[src/rtl/csa_stream_accumulator.sv]
// Streaming packet accumulator that keeps its running total in carry-save form and resolves it once per packet.
// Optional macro CSA_STREAM_SAT_EN clamps out_sum to all-ones whenever the packet overflows.
module csa_stream_accumulator #(
   parameter int N = 8,
   parameter int K = 3,
   parameter int W = 16
) (
   input  logic           clk,
   input  logic           rst_n,
   input  logic           in_valid,
   output logic           in_ready,
   input  logic [K*N-1:0] in_data,
   input  logic           in_last,
   output logic           out_valid,
   input  logic           out_ready,
   output logic [W-1:0]   out_sum,
   output logic           out_overflow,
   output logic [15:0]    out_beats
);

   typedef enum logic [1:0] {IDLE, ACCUM, RESOLVE, OUTPUT} state_t;

   // Row count after a given number of 3:2 reduction levels, starting from S, C and K operands.
   function automatic int rows_after(input int lvl);
      int r;
      r = K + 2;
      for (int i = 0; i < lvl; i++) r = 2 * (r / 3) + r % 3;
      return r;
   endfunction

   function automatic int tree_levels();
      int r;
      int n;
      r = K + 2;
      n = 0;
      while (r > 2) begin
         r = 2 * (r / 3) + r % 3;
         n++;
      end
      return n;
   endfunction

   localparam int LEVELS = tree_levels();
   localparam int ROWS   = K + 2;

   state_t state_reg, state_next;

   logic [W-1:0]  s_reg, c_reg;
   logic          drop_reg;
   logic [15:0]   beats_reg;
   logic          valid_reg;
   logic [W-1:0]  sum_reg;
   logic          overflow_reg;
   logic [15:0]   out_beats_reg;

   logic          accept;
   logic          handshake;

   logic [W-1:0]  tree [0:LEVELS][0:ROWS-1];
   logic [LEVELS*ROWS-1:0] drop_bits;
   logic          tree_drop;

   logic [W:0]    add_full;
   logic          resolved_overflow;
   logic [W-1:0]  resolved_sum;

   genvar gi, li;

   generate
      for (gi = 0; gi < ROWS; gi++) begin : g_leaf
         if (gi == 0) begin : g_s
            assign tree[0][gi] = s_reg;
         end else if (gi == 1) begin : g_c
            assign tree[0][gi] = c_reg;
         end else begin : g_op
            assign tree[0][gi] = W'(in_data[(gi-2)*N +: N]);
         end
      end

      // Each level groups rows in threes; leftover rows pass straight through.
      for (li = 0; li < LEVELS; li++) begin : g_level
         localparam int R = rows_after(li);
         localparam int G = R / 3;
         for (gi = 0; gi < ROWS; gi++) begin : g_row
            if (gi < 2 * G) begin : g_csa
               localparam int B = 3 * (gi / 2);
               if (gi % 2 == 0) begin : g_sum
                  assign tree[li+1][gi] = tree[li][B] ^ tree[li][B+1] ^ tree[li][B+2];
                  assign drop_bits[li*ROWS+gi] = 1'b0;
               end else begin : g_carry
                  logic [W-1:0] maj;
                  assign maj = (tree[li][B] & tree[li][B+1]) |
                               (tree[li][B] & tree[li][B+2]) |
                               (tree[li][B+1] & tree[li][B+2]);
                  assign tree[li+1][gi] = {maj[W-2:0], 1'b0};
                  assign drop_bits[li*ROWS+gi] = maj[W-1];
               end
            end else if (gi < 2 * G + R % 3) begin : g_pass
               assign tree[li+1][gi] = tree[li][3*G + gi - 2*G];
               assign drop_bits[li*ROWS+gi] = 1'b0;
            end else begin : g_unused
               assign tree[li+1][gi] = '0;
               assign drop_bits[li*ROWS+gi] = 1'b0;
            end
         end
      end
   endgenerate

   assign tree_drop = |drop_bits;

   // Any carry lost from the tree means the true total already reached 2^W.
   assign add_full          = {1'b0, s_reg} + {1'b0, c_reg};
   assign resolved_overflow = drop_reg | add_full[W];
`ifdef CSA_STREAM_SAT_EN
   assign resolved_sum = resolved_overflow ? {W{1'b1}} : add_full[W-1:0];
`else
   assign resolved_sum = add_full[W-1:0];
`endif

   always_ff @(posedge clk or negedge rst_n) begin
      if (!rst_n) begin
         state_reg <= IDLE;
      end else begin
         state_reg <= state_next;
      end
   end

   always_comb begin
      state_next = state_reg;
      case (state_reg)
         IDLE, ACCUM: begin
            if (accept) state_next = in_last ? RESOLVE : ACCUM;
         end
         RESOLVE: state_next = OUTPUT;
         OUTPUT: begin
            if (handshake) state_next = IDLE;
         end
         default: state_next = IDLE;
      endcase
   end

   always_comb begin
      in_ready  = rst_n && ((state_reg == IDLE) || (state_reg == ACCUM));
      accept    = in_valid && in_ready;
      handshake = (state_reg == OUTPUT) && valid_reg && out_ready;
   end

   always_ff @(posedge clk or negedge rst_n) begin
      if (!rst_n) begin
         s_reg         <= '0;
         c_reg         <= '0;
         drop_reg      <= 1'b0;
         beats_reg     <= '0;
         valid_reg     <= 1'b0;
         sum_reg       <= '0;
         overflow_reg  <= 1'b0;
         out_beats_reg <= '0;
      end else begin
         if (accept) begin
            s_reg    <= tree[LEVELS][0];
            c_reg    <= tree[LEVELS][1];
            drop_reg <= drop_reg | tree_drop;
            if (beats_reg != 16'hFFFF) beats_reg <= beats_reg + 16'd1;
         end
         if (state_reg == RESOLVE) begin
            sum_reg       <= resolved_sum;
            overflow_reg  <= resolved_overflow;
            out_beats_reg <= beats_reg;
         end
         // Result is presented one cycle after it is registered.
         if (state_reg == OUTPUT && !valid_reg) valid_reg <= 1'b1;
         if (handshake) begin
            valid_reg <= 1'b0;
            s_reg     <= '0;
            c_reg     <= '0;
            drop_reg  <= 1'b0;
            beats_reg <= '0;
         end
      end
   end

   assign out_valid    = valid_reg;
   assign out_sum      = sum_reg;
   assign out_overflow = overflow_reg;
   assign out_beats    = out_beats_reg;

endmodule

[config.mk]
export PLATFORM = sky130hd
export DESIGN_NAME = csa_stream_accumulator
export DESIGN_NICKNAME = d
export VERILOG_FILES = /design/src/rtl/csa_stream_accumulator.sv
export SDC_FILE = /design/constraint.sdc
export NUM_CORES = 1
export LEC_CHECK = 0
export CORE_UTILIZATION = 40
export DETAILED_ROUTE_END_ITERATION = 10
export GPL_ROUTABILITY_DRIVEN = 0
export SLEW_MARGIN = 40
export SYNTH_ARGS = -nofsm -noshare
export SYNTH_HDL_FRONTEND = slang
export SYNTH_SLANG_ARGS = --single-unit
export TNS_END_PERCENT = 50
[constraint.sdc]
create_clock -name clk -period 4 [get_ports clk]
set_input_delay 0.8 -clock clk [delete_from_list [all_inputs] [get_ports clk]]
set_output_delay 0.8 -clock clk [all_outputs]
set_load 0.01 [all_outputs]
==> results.yml, run 1 <==
outcome:
  status: "finished, violations left"
  failed_checks: "design-rule violations"
floorplanning:
  die_h_um: 113
  ios: 64
  initial_utilization: 0.410
  fp.dieW_um: 113
  coreArea_um2: 12000
  dieArea_um2: 12700
  row_count: 40
setup_path:
  critPathLaunchType: "primary input"
  r2r_setup_slack_ns: 1.66
  worst-path-max-fanout: 41
  crit_type: "primary input to primary output"
  end_kind: "primary output"
  arrival_ns: 2.03
  required_ns: 3.20
pwr:
  clockPowerShare: 0.222
  peakVddDrop_mv: 0.317
  switching_share: 0.378
  internal_power_mw: 2.15
  p_leak_nw: 2.77
  powerDensity_nw_per_um2: 582
  share_comb_of_total_power: 0.426
  switchingPower_mw: 1.31
  p_seq_frac: 0.352
global_routing:
  overflow: 0
  grt_pass1_vias: 3926
  antenna_found_initial: 0
  grt_max_degree: 49
  grt_pass1_wl_mm: 19.3
  globalRouteTotalUtil: 0.193
synthesis:
  synthArstFlopShare: 1.00
  syn-cell-area_um2: 4920
  synthDistinctLibCells: 45
  ys_top_cells_by_count: "nand2_1 (143), dfrtp_1 (84), a21oi_1 (48), ha_1 (34), fa_1 (29)"
  yosysMostFrequentCell: "nand2_1"
  ys_top_cells_by_area: "dfrtp_1 (43%), fa_1 (12%), nand2_1 (11%), ha_1 (8.6%), a21oi_1 (4.9%)"
  synth_area_per_cell_um2: 9.59
  yosysSeqAreaShare: 0.427
  syn_nets: 605
  ys_ff_latch: 84
  yosysTopAreaCell: "dfrtp_1"
  netlist_instances: 513
  yosys_warnings: 0
  synth_edf_count: 0
  ys.flop_type: "dfrtp_1"
  synth.top_cell.area_share: 0.427
sta:
  tightest_slew_ns: 0.757
  tns_ns: 0
  setup_viol: 0
  skew_ns: 0.00935
  finalCriticalPeriod_ns: 2.83
  maxSlewViolCount: 0
  relSlewSlack: 0.492
  post-route-period-util: 0.708
  postLayoutSetupSlackWorst_ns: 1.17
  fmax_mhz: 353
  hold_violations: 0
  grt_setup_unrepaired: "no"
cts:
  cts_resized: 0
  cts_setup_buffers: 0
  cts_tree: "yes"
  cts.sink_count: 84
  cts_hold_buffers: 0
  path_clk_slew_ns: 0.06
  htreeDepth: 3
  cts_inserted_buffers: 9
  clkLatencyLatePin_ns: 0.34
  cts_root_buf: "clkbuf_16"
  clk_path_buf_depth: 2
place:
  place_ws_ns: 0.925
  io_buffers: 63
  hpwl_mm: 7.76
routing:
  dr.pass1.iters: 7
  vias_per_cell: 5.14
  drt-wirelength-per-cell_um: 15.5
  drc: 1
  drt_wl_total_mm: 11.1
  drt_first_iter_violations: 176
  drtAntennaViolNets: 0
  vias: 3703
final_layout:
  diodes: 0
  drive_gt1_frac: 0.0454
  seq_area_um2: 2100
  multiInputGateArea_um2: 2630
  area_delta_synth_final_pct: 20.7
  final_nets: 662
  fillers: 1146
worst_hold_path:
  worstHoldPathType: "primary input to asynchronous set/reset pin"
run:
  maxCapViolCount: 0
-- cell usage in the layout, fill, tap and decap left out, types with 2 or more instances in the layout --
master and instances:
a211oi_2 2, a21o_1 3, a21oi_1 48, a31oi_1 5, and2_1 2, and3_1 2, and4_1 4, buf_4 7
clkbuf_1 2, clkbuf_16 9, clkdlybuf4s50_1 62, dfrtp_1 84, fa_1 29, ha_1 34, inv_1 25, mux2i_1 2
nand2_1 143, nand2b_1 2, nand3_1 12, nand3b_1 2, nand4_1 7, nor2_1 17, nor3_1 2, nor3b_1 3
o21ai_0 14, o21ai_1 6, or3_1 2, xnor2_1 13, xor2_1 9
-- cells by family after synthesis --
family / share of synthesized area
AND/OR/NAND/NOR: 0.180
AO/OA/AOI/OAI: 0.104
flip-flops: 0.427
adder cells (fa/ha/maj): 0.204
buffers and inverters: 0.0394
XOR/XNOR: 0.0392
multiplexers: 0.00636
-- path summary, 6_finish.rpt --
path                                   start      endpoint  cells after the start
max in group asynchronous              rst_n   out_sum[11]                      2
worst min register to register  out_beats[6]  out_beats[6]                      2
worst min-delay path                   rst_n    out_sum[1]                      1
min in group clk                out_beats[6]  out_beats[6]                      2
worst max-delay path                   rst_n      in_ready                      3
worst max register to register      s_reg[1]    out_sum[9]                      8
-- metal layers --
| metal | share of wire | vias up | track usage |
|---|---|---|---|
| met1 | 0.46 | 1830 | 0.256 |
| met5 | 0 | - | 0 |
| met4 | 0.0099 | 0 | 0.0596 |
| met2 | 0.48 | 61 | 0.316 |
| met3 | 0.044 | 9 | 0.0455 |
| li1 | - | 1803 | - |
-- through the flow --
step           cells  instance area (um^2)  utilization  power (mW)  hold WS (ns)
6_report         720                  5940        0.494        3.46         0.426
5_1_grt          720                  5940        0.494        3.76         0.473
4_1_cts          720                  5940        0.494        3.51         0.440
3_5_place_dp     706                  5680        0.473        2.72         0.462
3_3_place_gp     706                  5680        0.473        2.64         0.462
2_1_floorplan    513                  4920            -        2.19         0.465
-- worst max-delay path: stages --
cell,delay [ns]
buf_4,0.41
nor2b_2,0.24
clkdlybuf4s50_1,0.57
-- area by class of cell --
cell class / count / area share
clock buffers: 12 / 0.0415
clock inverters: 2 / 0.00211
inverters: 25 / 0.0158
multi-input cells: 381 / 0.442
flip-flops and latches: 84 / 0.354
well taps: 147 / 0.0310
repair buffers: 69 / 0.113
-- power groups by stage --
| stage | registers, mW | clock network (mW) | logic [mW] |
|---|---|---|---|
| floorplan | 1.23 | 0 | 0.965 |
| global placement | 1.23 | 0 | 1.41 |
| detailed placement | 1.23 | 0 | 1.48 |
| CTS | 1.22 | 0.789 | 1.49 |
| global route | 1.25 | 0.818 | 1.69 |
| finish | 1.22 | 0.766 | 1.47 |
Note: power is estimated with default switching activity, not from simulation.
==> run 2, diff against run 1 <==
==> constraint.sdc (replaced) <==
create_clock -name clk -period 2.5 [get_ports clk]
set_input_delay 0.5 -clock clk [delete_from_list [all_inputs] [get_ports clk]]
set_output_delay 0.5 -clock clk [all_outputs]
set_load 0.01 [all_outputs]
==> run 2 against run 1 <==
The flow still finishes with violations (design-rule violations). Power rose by 61%. Via count rose by 0.78%. Non-clock buffer count rose by 4. Global-route usage fell by 0.47 points. Clock skew fell by 0.0051 ns. First-iteration DRC count fell by 23%. Critical path type is now primary input to flop. Highest routed layer unchanged.
==> results.yml, run 2 (synthesis gave the netlist of run 1 again) <==
cts:
  cts.sink_count: 84
  htreeDepth: 3
  clk_path_buf_depth: 2
  cts_hold_buffers: 0
  path_clk_slew_ns: 0.06
  cts_root_buf: "clkbuf_16"
  cts_inserted_buffers: 9
  cts_tree: "yes"
  clkLatencyLatePin_ns: 0.34
global_routing:
  grt_pass1_vias: 3875
  use_met2: 0.309
  antenna_found_initial: 0
  busiest_layer: "met2"
  use_met3: 0.0482
  grt_max_degree: 50
  met1_usage: 0.251
  overflow: 0
  grt_pass1_wl_mm: 19.0
  globalRouteTotalUtil: 0.189
floorplanning:
  coreArea_um2: 12000
  die_h_um: 113
  initial_utilization: 0.410
  row_count: 40
  fp.dieW_um: 113
  ios: 64
  dieArea_um2: 12700
place:
  dp.cells: 710
  place_ws_ns: -0.260
  io_buffers: 63
  hpwl_mm: 7.65
final_layout:
  final_common_cell: "nand2_1"
  final_nets: 666
  diodes: 0
  stdcell_count: 726
  drive_gt1_frac: 0.0587
  fillers: 1145
  area_delta_synth_final_pct: 21.9
  mostFrequentLayoutCells: "nand2_1 (143), dfrtp_1 (84), clkdlybuf4s50_1 (62), a21oi_1 (48), ha_1 (34)"
outcome:
  status: "finished, violations left"
  failed_checks: "design-rule violations"
pwr:
  powerDensity_nw_per_um2: 931
  share_comb_of_total_power: 0.423
  internal_power_mw: 3.47
  switchingPower_mw: 2.12
  p_leak_nw: 2.80
  switching_share: 0.379
  p_seq_frac: 0.350
  clockPowerShare: 0.227
  peakVddDrop_mv: 0.374
routing:
  drt-wirelength-per-cell_um: 14.9
  drtAntennaViolNets: 0
  vias_per_cell: 5.14
  drt_first_iter_violations: 135
  vias: 3732
  drt_wl_total_mm: 10.8
  drc: 1
  dr.pass1.iters: 7
run:
  maxCapViolCount: 0
sta:
  maxSlewViolCount: 0
  hold_ws_ns: 0.220
  skew_ns: 0.00428
  postLayoutSetupSlackWorst_ns: 0.0902
  grt_setup_unrepaired: "no"
  finalCriticalPeriod_ns: 2.41
  post-route-period-util: 0.964
  setup_viol: 0
  tightest_slew_ns: 0.721
  relSlewSlack: 0.519
  hold_violations: 0
  fmax_mhz: 415
setup_path:
  crit_type: "primary input to flop"
  worst-path-max-fanout: 1
  required_ns: 2.76
  critPathLaunchType: "primary input"
  arrival_ns: 2.67
  end_kind: "flop"
worst_hold_path:
  worstHoldPathType: "primary input to asynchronous set/reset pin"
run 2: power groups by stage:
stage	Clock [mW]	Combinational [mW]	Sequential (mW)
finish	1.27	2.36	1.95
global route	1.37	2.74	2.00
CTS	1.31	2.40	1.95
detailed placement	0	2.37	1.98
global placement	0	2.27	1.96
floorplan	0	1.54	1.96
run 2: per-stage QoR:
step	cell area [um^2]	TNS, ns	utilization	total power [mW]
after floorplan	4920	0	-	3.51
after global placement	5710	-2.27	0.475	4.24
after detailed placement	5710	-2.79	0.475	4.35
after CTS	5990	0	0.499	5.66
after global routing	6000	0	0.499	6.11
final	6000	0	0.499	5.58
run 2: area by class of cell:
cell class | count | area [um^2] | area share
Clock buffer | 10 | 239 | 0.0399
Tap cell | 147 | 184 | 0.0307
Clock inverter | 6 | 46.3 | 0.00772
Multi-Input combinational cell | 381 | 2630 | 0.438
Timing Repair Buffer | 73 | 703 | 0.117
Inverter | 25 | 93.8 | 0.0157
Sequential cell | 84 | 2100 | 0.351
run 2: final timing paths:
path	slack [ns]	cells past startpoint	from	to
max in group asynchronous	1.76	2	rst_n	c_reg[13]
min in group clk	0.47	2	out_sum[2]	out_sum[2]
worst max register to register	0.19	8	s_reg[1]	out_sum[9]
worst max-delay path	0.09	6	in_data[3]	s_reg[3]
worst min register to register	0.47	2	out_sum[2]	out_sum[2]
worst min-delay path	0.22	2	rst_n	beats_reg[14]
run 2: critical path: stages:
cell             delay (ns)
clkdlybuf4s50_1        0.44
fa_1                   0.59
fa_1                   0.44
fa_1                   0.52
nand2_1                0.05
a21oi_1                0.13
run 2: repair_timing:
item	CTS	global route
gates resized for setup	0	1
hold endpoints to repair	0	0
setup buffers	0	0
setup endpoints to repair	0	8
run 2: per-layer routing:
metal	part of all wire	wire length [um]
met1	0.46	5000
met2	0.48	5170
met3	0.050	540
met4	0.0086	93
met5	0	0
